<file path="src/rtl/hcpu_pkg.sv">
// rtl/hcpu_pkg.sv - shared opcodes and FSM state encoding for the HiddenCPU gen2 core
// Contents: OPC_W, the 4-bit opcode constants OP_NOP..OP_HALT, and the core FSM
// state type state_e (ST_RUN, ST_LDW, ST_HALT).
// Opcode 4'hD is OP_CLC in the default build and OP_MUL when HCPU_MUL_EN is defined.
package hcpu_pkg;

    localparam int OPC_W = 4;

    localparam logic [OPC_W-1:0] OP_NOP  = 4'h0;
    localparam logic [OPC_W-1:0] OP_ADD  = 4'h1;
    localparam logic [OPC_W-1:0] OP_SUB  = 4'h2;
    localparam logic [OPC_W-1:0] OP_AND  = 4'h3;
    localparam logic [OPC_W-1:0] OP_OR   = 4'h4;
    localparam logic [OPC_W-1:0] OP_XOR  = 4'h5;
    localparam logic [OPC_W-1:0] OP_MOV  = 4'h6;
    localparam logic [OPC_W-1:0] OP_INC  = 4'h7;
    localparam logic [OPC_W-1:0] OP_ST   = 4'h8;
    localparam logic [OPC_W-1:0] OP_LD   = 4'h9;
    localparam logic [OPC_W-1:0] OP_BCS  = 4'hA;
    localparam logic [OPC_W-1:0] OP_JMP  = 4'hB;
    localparam logic [OPC_W-1:0] OP_TGL  = 4'hC;
    localparam logic [OPC_W-1:0] OP_CLC  = 4'hD;
    localparam logic [OPC_W-1:0] OP_MUL  = 4'hD;
    localparam logic [OPC_W-1:0] OP_SHL  = 4'hE;
    localparam logic [OPC_W-1:0] OP_HALT = 4'hF;

    typedef enum logic [1:0] {
        ST_RUN  = 2'd0,
        ST_LDW  = 2'd1,
        ST_HALT = 2'd2
    } state_e;

endpackage

</file>
<file path="src/rtl/hcpu_alu.sv">
// rtl/hcpu_alu.sv - combinational ALU for the HiddenCPU gen2 core
// Ports: op (opcode), a (R = r[rd]), b (S = r[rs]) in; result (new R),
// carry_out (new carry), carry_we (carry updates), rd_we (r[rd] updates) out.
// Handles ADD, SUB, AND, OR, XOR, MOV, INC, SHL and opcode D, which is CLC by
// default or MUL when HCPU_MUL_EN is defined. Other opcodes assert no write enables.
module hcpu_alu
    import hcpu_pkg::*;
#(
    parameter int DATA_W = 8
) (
    input  logic [OPC_W-1:0]  op,
    input  logic [DATA_W-1:0] a,
    input  logic [DATA_W-1:0] b,
    output logic [DATA_W-1:0] result,
    output logic              carry_out,
    output logic              carry_we,
    output logic              rd_we
);

`ifdef HCPU_MUL_EN
    logic [2*DATA_W-1:0] prod;
    assign prod = {{DATA_W{1'b0}}, a} * {{DATA_W{1'b0}}, b};
`endif

    always_comb begin
        result    = '0;
        carry_out = 1'b0;
        carry_we  = 1'b0;
        rd_we     = 1'b0;
        case (op)
            OP_ADD: begin
                {carry_out, result} = {1'b0, a} + {1'b0, b};
                carry_we = 1'b1;
                rd_we    = 1'b1;
            end
            OP_SUB: begin
                result    = a - b;
                carry_out = (a < b);
                carry_we  = 1'b1;
                rd_we     = 1'b1;
            end
            OP_AND: begin
                result = a & b;
                rd_we  = 1'b1;
            end
            OP_OR: begin
                result = a | b;
                rd_we  = 1'b1;
            end
            OP_XOR: begin
                result = a ^ b;
                rd_we  = 1'b1;
            end
            OP_MOV: begin
                result = b;
                rd_we  = 1'b1;
            end
            OP_INC: begin
                {carry_out, result} = {1'b0, a} + (DATA_W + 1)'(1);
                carry_we = 1'b1;
                rd_we    = 1'b1;
            end
`ifdef HCPU_MUL_EN
            OP_MUL: begin
                // carry flags any overflow into the upper half of the product
                result    = prod[DATA_W-1:0];
                carry_out = |prod[2*DATA_W-1:DATA_W];
                carry_we  = 1'b1;
                rd_we     = 1'b1;
            end
`else
            OP_CLC: begin
                carry_out = 1'b0;
                carry_we  = 1'b1;
            end
`endif
            OP_SHL: begin
                result    = {a[DATA_W-2:0], 1'b0};
                carry_out = a[DATA_W-1];
                carry_we  = 1'b1;
                rd_we     = 1'b1;
            end
            default: begin
            end
        endcase
    end

endmodule

</file>
<file path="src/rtl/hidden_cpu_gen2.sv">
// rtl/hidden_cpu_gen2.sv - HiddenCPU gen2 accumulator core (register file, RAM, PC, FSM)
// Ports: clk; rst (asynchronous, active-low); instr_valid/instr/instr_ready form the
// instruction stream, one word per cycle where valid & ready; pc_out is the next
// fetch address; dout shows r[NREGS-1], or the PC while sel_q is set; carry is the
// carry flag; halted is high in the HALT state.
// Build option HCPU_MUL_EN: opcode D becomes MUL instead of CLC (inside hcpu_alu).
module hidden_cpu_gen2
    import hcpu_pkg::*;
#(
    parameter int DATA_W    = 8,
    parameter int NREGS     = 4,
    parameter int RAM_DEPTH = 16,
    parameter int PC_W      = 8
) (
    input  logic                             clk,
    input  logic                             rst,
    input  logic                             instr_valid,
    input  logic [OPC_W+2*$clog2(NREGS)-1:0] instr,
    output logic                             instr_ready,
    output logic [PC_W-1:0]                  pc_out,
    output logic [DATA_W-1:0]                dout,
    output logic                             carry,
    output logic                             halted
);

    localparam int RA_W = $clog2(NREGS);
    localparam int MA_W = $clog2(RAM_DEPTH);

    logic [OPC_W-1:0]  opcode;
    logic [RA_W-1:0]   rd_idx;
    logic [RA_W-1:0]   rs_idx;
    logic [DATA_W-1:0] r_val;
    logic [DATA_W-1:0] s_val;
    logic              accept;

    logic [DATA_W-1:0] r_q [NREGS];
    logic [DATA_W-1:0] r_d [NREGS];
    logic [DATA_W-1:0] ram_q [RAM_DEPTH];
    logic [PC_W-1:0]   pc_q, pc_d;
    logic              carry_q, carry_d;
    logic              sel_q, sel_d;
    state_e            state_q, state_d;
    logic [RA_W-1:0]   ld_rd_q, ld_rd_d;
    logic [MA_W-1:0]   ld_addr_q, ld_addr_d;
    logic              ready_q, ready_d;
    logic              halted_q, halted_d;

    logic [DATA_W-1:0] alu_result;
    logic              alu_carry;
    logic              alu_carry_we;
    logic              alu_rd_we;

    assign opcode = instr[OPC_W+2*RA_W-1 -: OPC_W];
    assign rd_idx = instr[2*RA_W-1 -: RA_W];
    assign rs_idx = instr[RA_W-1:0];
    assign r_val  = r_q[rd_idx];
    assign s_val  = r_q[rs_idx];

    // ready_q is low in LDW and HALT, so nothing is accepted there
    assign accept = instr_valid & ready_q;

    hcpu_alu #(
        .DATA_W (DATA_W)
    ) u_alu (
        .op        (opcode),
        .a         (r_val),
        .b         (s_val),
        .result    (alu_result),
        .carry_out (alu_carry),
        .carry_we  (alu_carry_we),
        .rd_we     (alu_rd_we)
    );

    always_comb begin
        r_d       = r_q;
        pc_d      = pc_q;
        carry_d   = carry_q;
        sel_d     = sel_q;
        state_d   = state_q;
        ld_rd_d   = ld_rd_q;
        ld_addr_d = ld_addr_q;

        if (state_q == ST_LDW) begin
            // second half of LD: the registered address reads RAM into rd
            r_d[ld_rd_q] = ram_q[ld_addr_q];
            state_d      = ST_RUN;
        end else if (accept) begin
            pc_d = pc_q + PC_W'(1);
            if (alu_rd_we) begin
                r_d[rd_idx] = alu_result;
            end
            if (alu_carry_we) begin
                carry_d = alu_carry;
            end
            case (opcode)
                OP_LD: begin
                    ld_rd_d   = rd_idx;
                    ld_addr_d = MA_W'(s_val);
                    state_d   = ST_LDW;
                end
                OP_BCS: begin
                    // offset is relative to the BCS itself, not to pc+1
                    if (carry_q) begin
                        pc_d = pc_q + PC_W'(s_val);
                    end
                end
                OP_JMP:  pc_d    = PC_W'(s_val);
                OP_TGL:  sel_d   = ~sel_q;
                OP_HALT: state_d = ST_HALT;
                default: begin
                end
            endcase
        end

        ready_d  = (state_d == ST_RUN);
        halted_d = (state_d == ST_HALT);
    end

    always_ff @(posedge clk or negedge rst) begin
        if (!rst) begin
            for (int i = 0; i < NREGS; i++) begin
                r_q[i] <= DATA_W'(i);
            end
            pc_q      <= '0;
            carry_q   <= 1'b0;
            sel_q     <= 1'b0;
            state_q   <= ST_RUN;
            ld_rd_q   <= '0;
            ld_addr_q <= '0;
            ready_q   <= 1'b1;
            halted_q  <= 1'b0;
        end else begin
            r_q       <= r_d;
            pc_q      <= pc_d;
            carry_q   <= carry_d;
            sel_q     <= sel_d;
            state_q   <= state_d;
            ld_rd_q   <= ld_rd_d;
            ld_addr_q <= ld_addr_d;
            ready_q   <= ready_d;
            halted_q  <= halted_d;
        end
    end

    // RAM has no reset; ST writes at its accept edge so a following LD sees it
    always_ff @(posedge clk) begin
        if (accept && opcode == OP_ST) begin
            ram_q[MA_W'(s_val)] <= r_val;
        end
    end

    assign instr_ready = ready_q;
    assign halted      = halted_q;
    assign pc_out      = pc_q;
    assign carry       = carry_q;
    assign dout        = sel_q ? DATA_W'(pc_q) : r_q[NREGS-1];

endmodule

</file>
<file path="config.mk">
export PLATFORM = sky130hd
export DESIGN_NAME = hidden_cpu_gen2
export DESIGN_NICKNAME = d
export VERILOG_FILES = /design/src/rtl/hcpu_pkg.sv /design/src/rtl/hcpu_alu.sv /design/src/rtl/hidden_cpu_gen2.sv
export SDC_FILE = /design/constraint.sdc
export NUM_CORES = 1
export LEC_CHECK = 0
export CAP_MARGIN = 20
export CORE_MARGIN = 2
export CORE_UTILIZATION = 62
export DETAILED_ROUTE_END_ITERATION = 8
export PLACE_DENSITY = 0.79
export SYNTH_ARGS = -nofsm -noshare
export SYNTH_HDL_FRONTEND = slang
export SYNTH_SLANG_ARGS = --single-unit
</file>
<file path="constraint.sdc">
create_clock -name clk -period 4.2 [get_ports clk]
set_clock_uncertainty 0.1 [all_clocks]
set_input_delay 0.84 -clock clk [delete_from_list [all_inputs] [get_ports clk]]
set_output_delay 0.84 -clock clk [all_outputs]
set_load 0.005 [all_outputs]
</file>
[Word level (Yosys, flattened, before mapping)]
Memories as Yosys holds them, arrays and structs flattened.
Cells that the tools add are included.
Word-level totals
  flip-flop bits (word level): 52
  latch bits: 0
  RAM bits: 128
  output and inout port bits: 19
  word-level logic and storage cells: 90
  ROM bits: 0
  memories kept: 1
Memory list
  ram_q: words 16, width 8, rd ports 1, clocked after Yosys merged registers in 0, write ports 1, line hidden_cpu_gen2.sv:38  | logic [DATA_W-1:0] ram_q [RAM_DEPTH];
Cells by class
  equal/unequal tests: 17
  div/mod/pow operators: 0
  $add $sub $neg: 5
  shift operators: 0
  muxes and demuxes: 27
  order comparisons: 6
  reduce and logical (&&, ||, !) cells: 13
  bitwise operators: 9
  multipliers: 0
Operator list (count)
  32-bit two-way mux: 3
  32-bit bitwise mux: 2
  8-bit two-way mux: 8
  8-bit one-hot mux with 8 select lines: 1
  8-bit binary-select mux with 2-bit select: 2
  8-bit demux with 2-bit select: 2
  4-bit equality test, second input constant: 8
  4-bit by 3-bit equality test with 1-bit output, second input constant: 4
  8-bit one-hot mux with 2 select lines: 1
  8-bit by 1-bit adder with 9-bit output, second input constant: 1
  8-bit by 8-bit adder with 9-bit output: 1
  3-bit >= comparator, second input constant: 3
  2-bit NOT with 3-bit output: 3
  3-bit AND reduction: 3
  8-bit by 1-bit adder with 8-bit output, second input constant: 1
  8-bit adder: 1
  8-bit bitwise AND: 1
  4-bit by 2-bit equality test with 1-bit output, second input constant: 2
  8-bit < comparator: 1
  8-bit OR: 1
  8-bit OR reduction: 1
  8-bit subtractor: 1
  8-bit XOR: 1
  3-bit by 1-bit < comparator with 1-bit output, second input constant: 2
  other kinds (14): 23

[Longest topological paths before layout]
Gate-level depths: netlist of run 1.
  depth in word-level cells: 10
  mapped depth: 14
  mapped depth without buffers: 12

[Cells and area by module]
From an unflattened synthesis of run 1, not the netlist that was laid out.
Second synthesis, totals
  cells, all modules: 768
  area total of the unflattened synthesis: 9810.7 µm²
Modules (own cells, without submodules)
  hidden_cpu_gen2: seq. area each 5151.2 µm², area an instance 8338.0 µm², cells an instance 555, instances 1
  hcpu_alu: seq. area each 0.0 µm², area an instance 1472.7 µm², cells an instance 213, instances 1

[Worst setup path before layout of run 1]
OpenSTA, ideal clock, no wires.
  path kind: input -> register
  start: input port instr[2]
  end: register r_q[14] in the netlist's numbering
  data required time: 3.966 ns
  setup slack: 0.349 ns
  path buffers: 2
  arrival time: 3.617 ns
  setup time: 0.134 ns
  cell stages on the path: 13
  cells stage by stage: buf_6 buf_6 mux4_2 inv_1 ha_1 inv_1 fa_1 nor2b_1 or3_1 a21oi_1 o311ai_1 nor4_2 o21ai_1
Between the ends
  word-level cells in the longest chain between the ends: 10
  elaborated cells on any way between the ends: 20
  those cells by class: add/sub: 3; order compare: 2; mux: 10; bitwise: 4; reduce/logical: 1
Ends and longest elaborated chain
  from (decl): line hidden_cpu_gen2.sv:18  | input logic [OPC_W+2*$clog2(NREGS)-1:0] instr,
  2-bit NOT with 3-bit output (implied by the code) (*): line hidden_cpu_gen2.sv:56  | assign r_val = r_q[rd_idx];
  8-bit binary-select mux with 2-bit select (*): line hidden_cpu_gen2.sv:56
  8-bit two-way mux (implied by the code) (*) (2 in series): line hidden_cpu_gen2.sv:56
  named net r_val[0]: line hidden_cpu_gen2.sv:32  | logic [DATA_W-1:0] r_val;
  8-bit by 1-bit adder with 9-bit output, or another cell as far along: line hcpu_alu.sv:59  | {carry_out, result} = {1'b0, a} + (DATA_W + 1)'(1);
  8-bit one-hot mux with 8 select lines (*): line hcpu_alu.sv:30  | case (op)
  32-bit bitwise mux (*): line hidden_cpu_gen2.sv:90  | r_d[rd_idx] = alu_result;
  32-bit two-way mux (*): line hidden_cpu_gen2.sv:89  | if (alu_rd_we) begin
  32-bit two-way mux (*): line hidden_cpu_gen2.sv:87  | end else if (accept) begin
  32-bit two-way mux (*): line hidden_cpu_gen2.sv:83  | if (state_q == ST_LDW) begin
  to (signal, indexed assignment): line hidden_cpu_gen2.sv:122  | r_q[i] <= DATA_W'(i);
  to (signal assigned): line hidden_cpu_gen2.sv:133  | r_q <= r_d;
  to (decl): line hidden_cpu_gen2.sv:36  | logic [DATA_W-1:0] r_q [NREGS];
Mark *: on every way through the listed nets, which the timed path passes. The rest lies on a longest branch. The select of a mux whose other input is x is not followed.
A chain may end at the register's enable or synchronous reset.

[Worst setup path after layout of run 1]
  start: input port instr[2]
  end: register r_q[31] in the netlist's numbering
The elaborated chain is that of the path after synthesis.

==> reports/qor.csv, run 1 <==
metric,value,unit
Post-CTS Setup Inserts,0,
cts hold-fix bufs,0,
syn avg cell area,13.4,um2
register area share after synthesis,53.4,%
DIE AREA,0.0166,mm2
Fin Setup TNS,0,ps
Fmax,252,MHz
htree depth,4,
WP data required,4420,ps
final WL,27500,um
post-synth top area share,39.8,%
number of max-cap violations,0,
area of the multi-input gates,0.00418,mm2
total global routing overflow,0,
Setup CP Type,input pin to flop,
Power Dens Cells,682,mW/mm2
Post-Synth XOR/XNOR Area,2.17,%
Synth Warn #,0,
RSZ-0062 raised after global routing,no,
largest net degree at the start of global routing,34,
leakage,0.00422,uW
residual DRC count,0,
Vias,7195,
nets,877,
Async SR Flop Fraction,28.9,%
die width,129,um
CTS tree,built,
#FFs+latches synth,180,
vias in the first global route,6865,
first-pass GRT wire length,41100,um
Sink Count,180,
Die Ht,129,um
worst skew pair latency,440,ps
Slew headroom,39.7,%
fin. max-slew vios,0,
number of synthesized flops with an enable pin,128,
core area,0.0152,mm2
Root Driver,clkbuf_16,
worst vdd ir,0.501,mV
largest area contributor in the netlist,edfxtp_1,
WHS,249,ps
R2R Setup Slk,940,ps
"Reg clk slew, reported paths",70,ps
DRT iter0 DRCs,1153,
Site Rows,45,
largest family of logic cells by synthesized area,multiplexers,
Antenna diodes,0,
Fin. Hold Viols,0,
Fillers,996,
register area,0.00515,mm2
post-synthesis compound-gate area fraction,12.0,%
Tmin final,3970,ps
Synth Area in Simple Gates,8.96,%
most area-consuming cells after synthesis,"edfxtp_1 40%, dfrtp_1 12%, mux4_2 12%",
Initial Util,63.5,%
Post-Synthesis Cell Area,0.00965,mm2
status,"finished, final reports clean",
adder-cell share of the synthesized area,5.03,%
syn_nets,768,
synth unique cells,72,
Initial DRT Pass Iterations,7,
critical path capture point type,flop,
most frequent CP cell,buf_4,
Post-Synthesis Cells,720,
slowest cell on the critical path,clkdlybuf4s50_1,
vias per cell,6.99,
num ports,30,
Total GRT Usage,34.7,%
"commonest cells after routing, fill and taps aside","128 x edfxtp_1, 91 x buf_4, 63 x nor2_1",
final worst path period share,94.5,%
WP data arrival,4180,ps
"commonest non-fill, non-tap cell in the layout",edfxtp_1,
total power,7680,uW
Min-Delay Path Class,input pin to async pin,
initial antenna violation count,1,
CTS Buffer Depth,2,
PostCTS Resize Cnt,0,
Worst-Margin Slew,901,ps
Final Util,74.1,%
Synth Flop Type,edfxtp_1,
crit-path cells,clkdlybuf4s50_1 -> buf_4 -> mux4_2 -> inv_1 -> ha_1 -> a21o_1 -> a2111oi_2 -> buf_4 -> a21oi_1 -> xor2_1 -> nand2_1 -> nand4_2 -> a31o_1,
setup violators final,0,
DP HPWL,19100,um
synthesis-to-finish area growth,16.8,%
port bufs,29,
GPL Wtd Cong,0.952,
Crit Path Max Fanout,6,
mux cell area share after synthesis,15.2,%
CTS Buf Count,17,
share of layout cells above drive strength 1,25.4,%
Antenna Violating Nets Remaining,0,
DR WL/cell,26.7,um
critical path startpoint category,input pin,
CP max stage delay,600,ps
-- flip-flops by register name, summed over array words and instances (netlist names) --
signal / count
state_q: 2
r_q: 32
instr_ready: 1
pc_out: 8
sel_q: 1
carry: 1
ram_q: 128
halted: 1
ld_rd_q: 2
ld_addr_q: 4
-- cell families (layout without fill, tap and decap cells) --
logic type,count (synthesis),count (layout)
simple gates,182,182
flops,180,180
compound gates,163,163
mux,73,73
buf+inv,62,184
fa+ha+maj,37,37
xor+xnor,23,23
-- synthesized netlist by cell type (all sizes together), types with 4 or more instances --
library cell / instances
a211oi: 4
a21o: 6
a21oi: 23
a221o: 7
a221oi: 5
a222oi: 4
a22o: 8
a22oi: 23
and3: 6
buf: 11
clkbuf: 20
dfrtp: 47
dfstp: 5
edfxtp: 128
ha: 34
inv: 31
mux2: 14
mux4: 56
nand2: 49
nand2b: 10
nand3: 12
nand4: 5
nor2: 65
nor2b: 7
nor3: 11
o211ai: 12
o21ai: 40
o21bai: 4
o31ai: 4
or3: 7
xnor2: 14
xor2: 9
-- worst max-delay path, delay by kind of cell --
kind / cells / cell delay (ps)
adders and majority gates: 1 / 250
AOI/OAI and AO/OA: 4 / 940
xor gates and xnor gates: 1 / 140
muxes: 1 / 600
buffers and inverters: 4 / 1140
and+or+nand+nor: 2 / 270
-- final timing paths --
path / depth (start not counted) / to / startpoint
min in group clk: 2 / r_q[16] / r_q[16]
worst min register to register: 2 / r_q[16] / r_q[16]
worst min-delay path: 1 / r_q[29] / rst
worst max-delay path: 13 / r_q[31] / instr[2]
worst max register to register: 11 / r_q[31] / r_q[3]
max in group asynchronous: 2 / instr_ready / rst
-- per-layer routing --
metal	up-vias	wire length, um	GRT usage, %
met5	-	0	0.588
met1	3610	11100	49.8
met2	513	12500	52.2
met4	0	619	9.34
li1	3016	-	-
met3	56	3270	10.9
-- metrics by stage --
step | cell area, um2 | cells | setup WS [ps]
after floorplan | 9650 | 720 | 349
after global placement | 10700 | 998 | -123
after detailed placement | 10700 | 998 | -145
after CTS | 11300 | 1030 | 289
after global routing | 11300 | 1030 | 136
final | 11300 | 1030 | 233
-- cell type report --
type / count / share of cell area, %
inverter: 31 / 1.03
timing repair buffer: 121 / 8.77
clock inverter: 14 / 1.50
sequential: 180 / 45.7
multi-input combinational: 478 / 37.1
tap: 188 / 2.09
clock buffer: 18 / 3.81
-- power breakdown --
part / switching (uW) / total (uW) / internal [uW]
Clock: 728 / 1620 / 895
Sequential: 335 / 2610 / 2270
Combinational: 1860 / 3450 / 1590
No activity file was read; power rests on OpenSTA's default activity.
==> inputs of run 2 (changes only) <==
--- a/config.mk
+++ b/config.mk
@@ -5,7 +5,7 @@
 export SDC_FILE = /design/constraint.sdc
 export NUM_CORES = 1
 export LEC_CHECK = 0
-export CAP_MARGIN = 20
+export CAP_MARGIN = 5
 export CORE_MARGIN = 2
 export CORE_UTILIZATION = 62
 export DETAILED_ROUTE_END_ITERATION = 8
==> results of run 2 <==
Final layout, timing and power as in run 1 (identical DEF).
==> inputs of run 3 (changes only) <==
--- a/config.mk
+++ b/config.mk
@@ -13,3 +13,4 @@
 export SYNTH_ARGS = -nofsm -noshare
 export SYNTH_HDL_FRONTEND = slang
 export SYNTH_SLANG_ARGS = --single-unit
+export TNS_END_PERCENT = 20
==> results of run 3 <==
Final layout, timing and power as in run 1 (identical DEF).
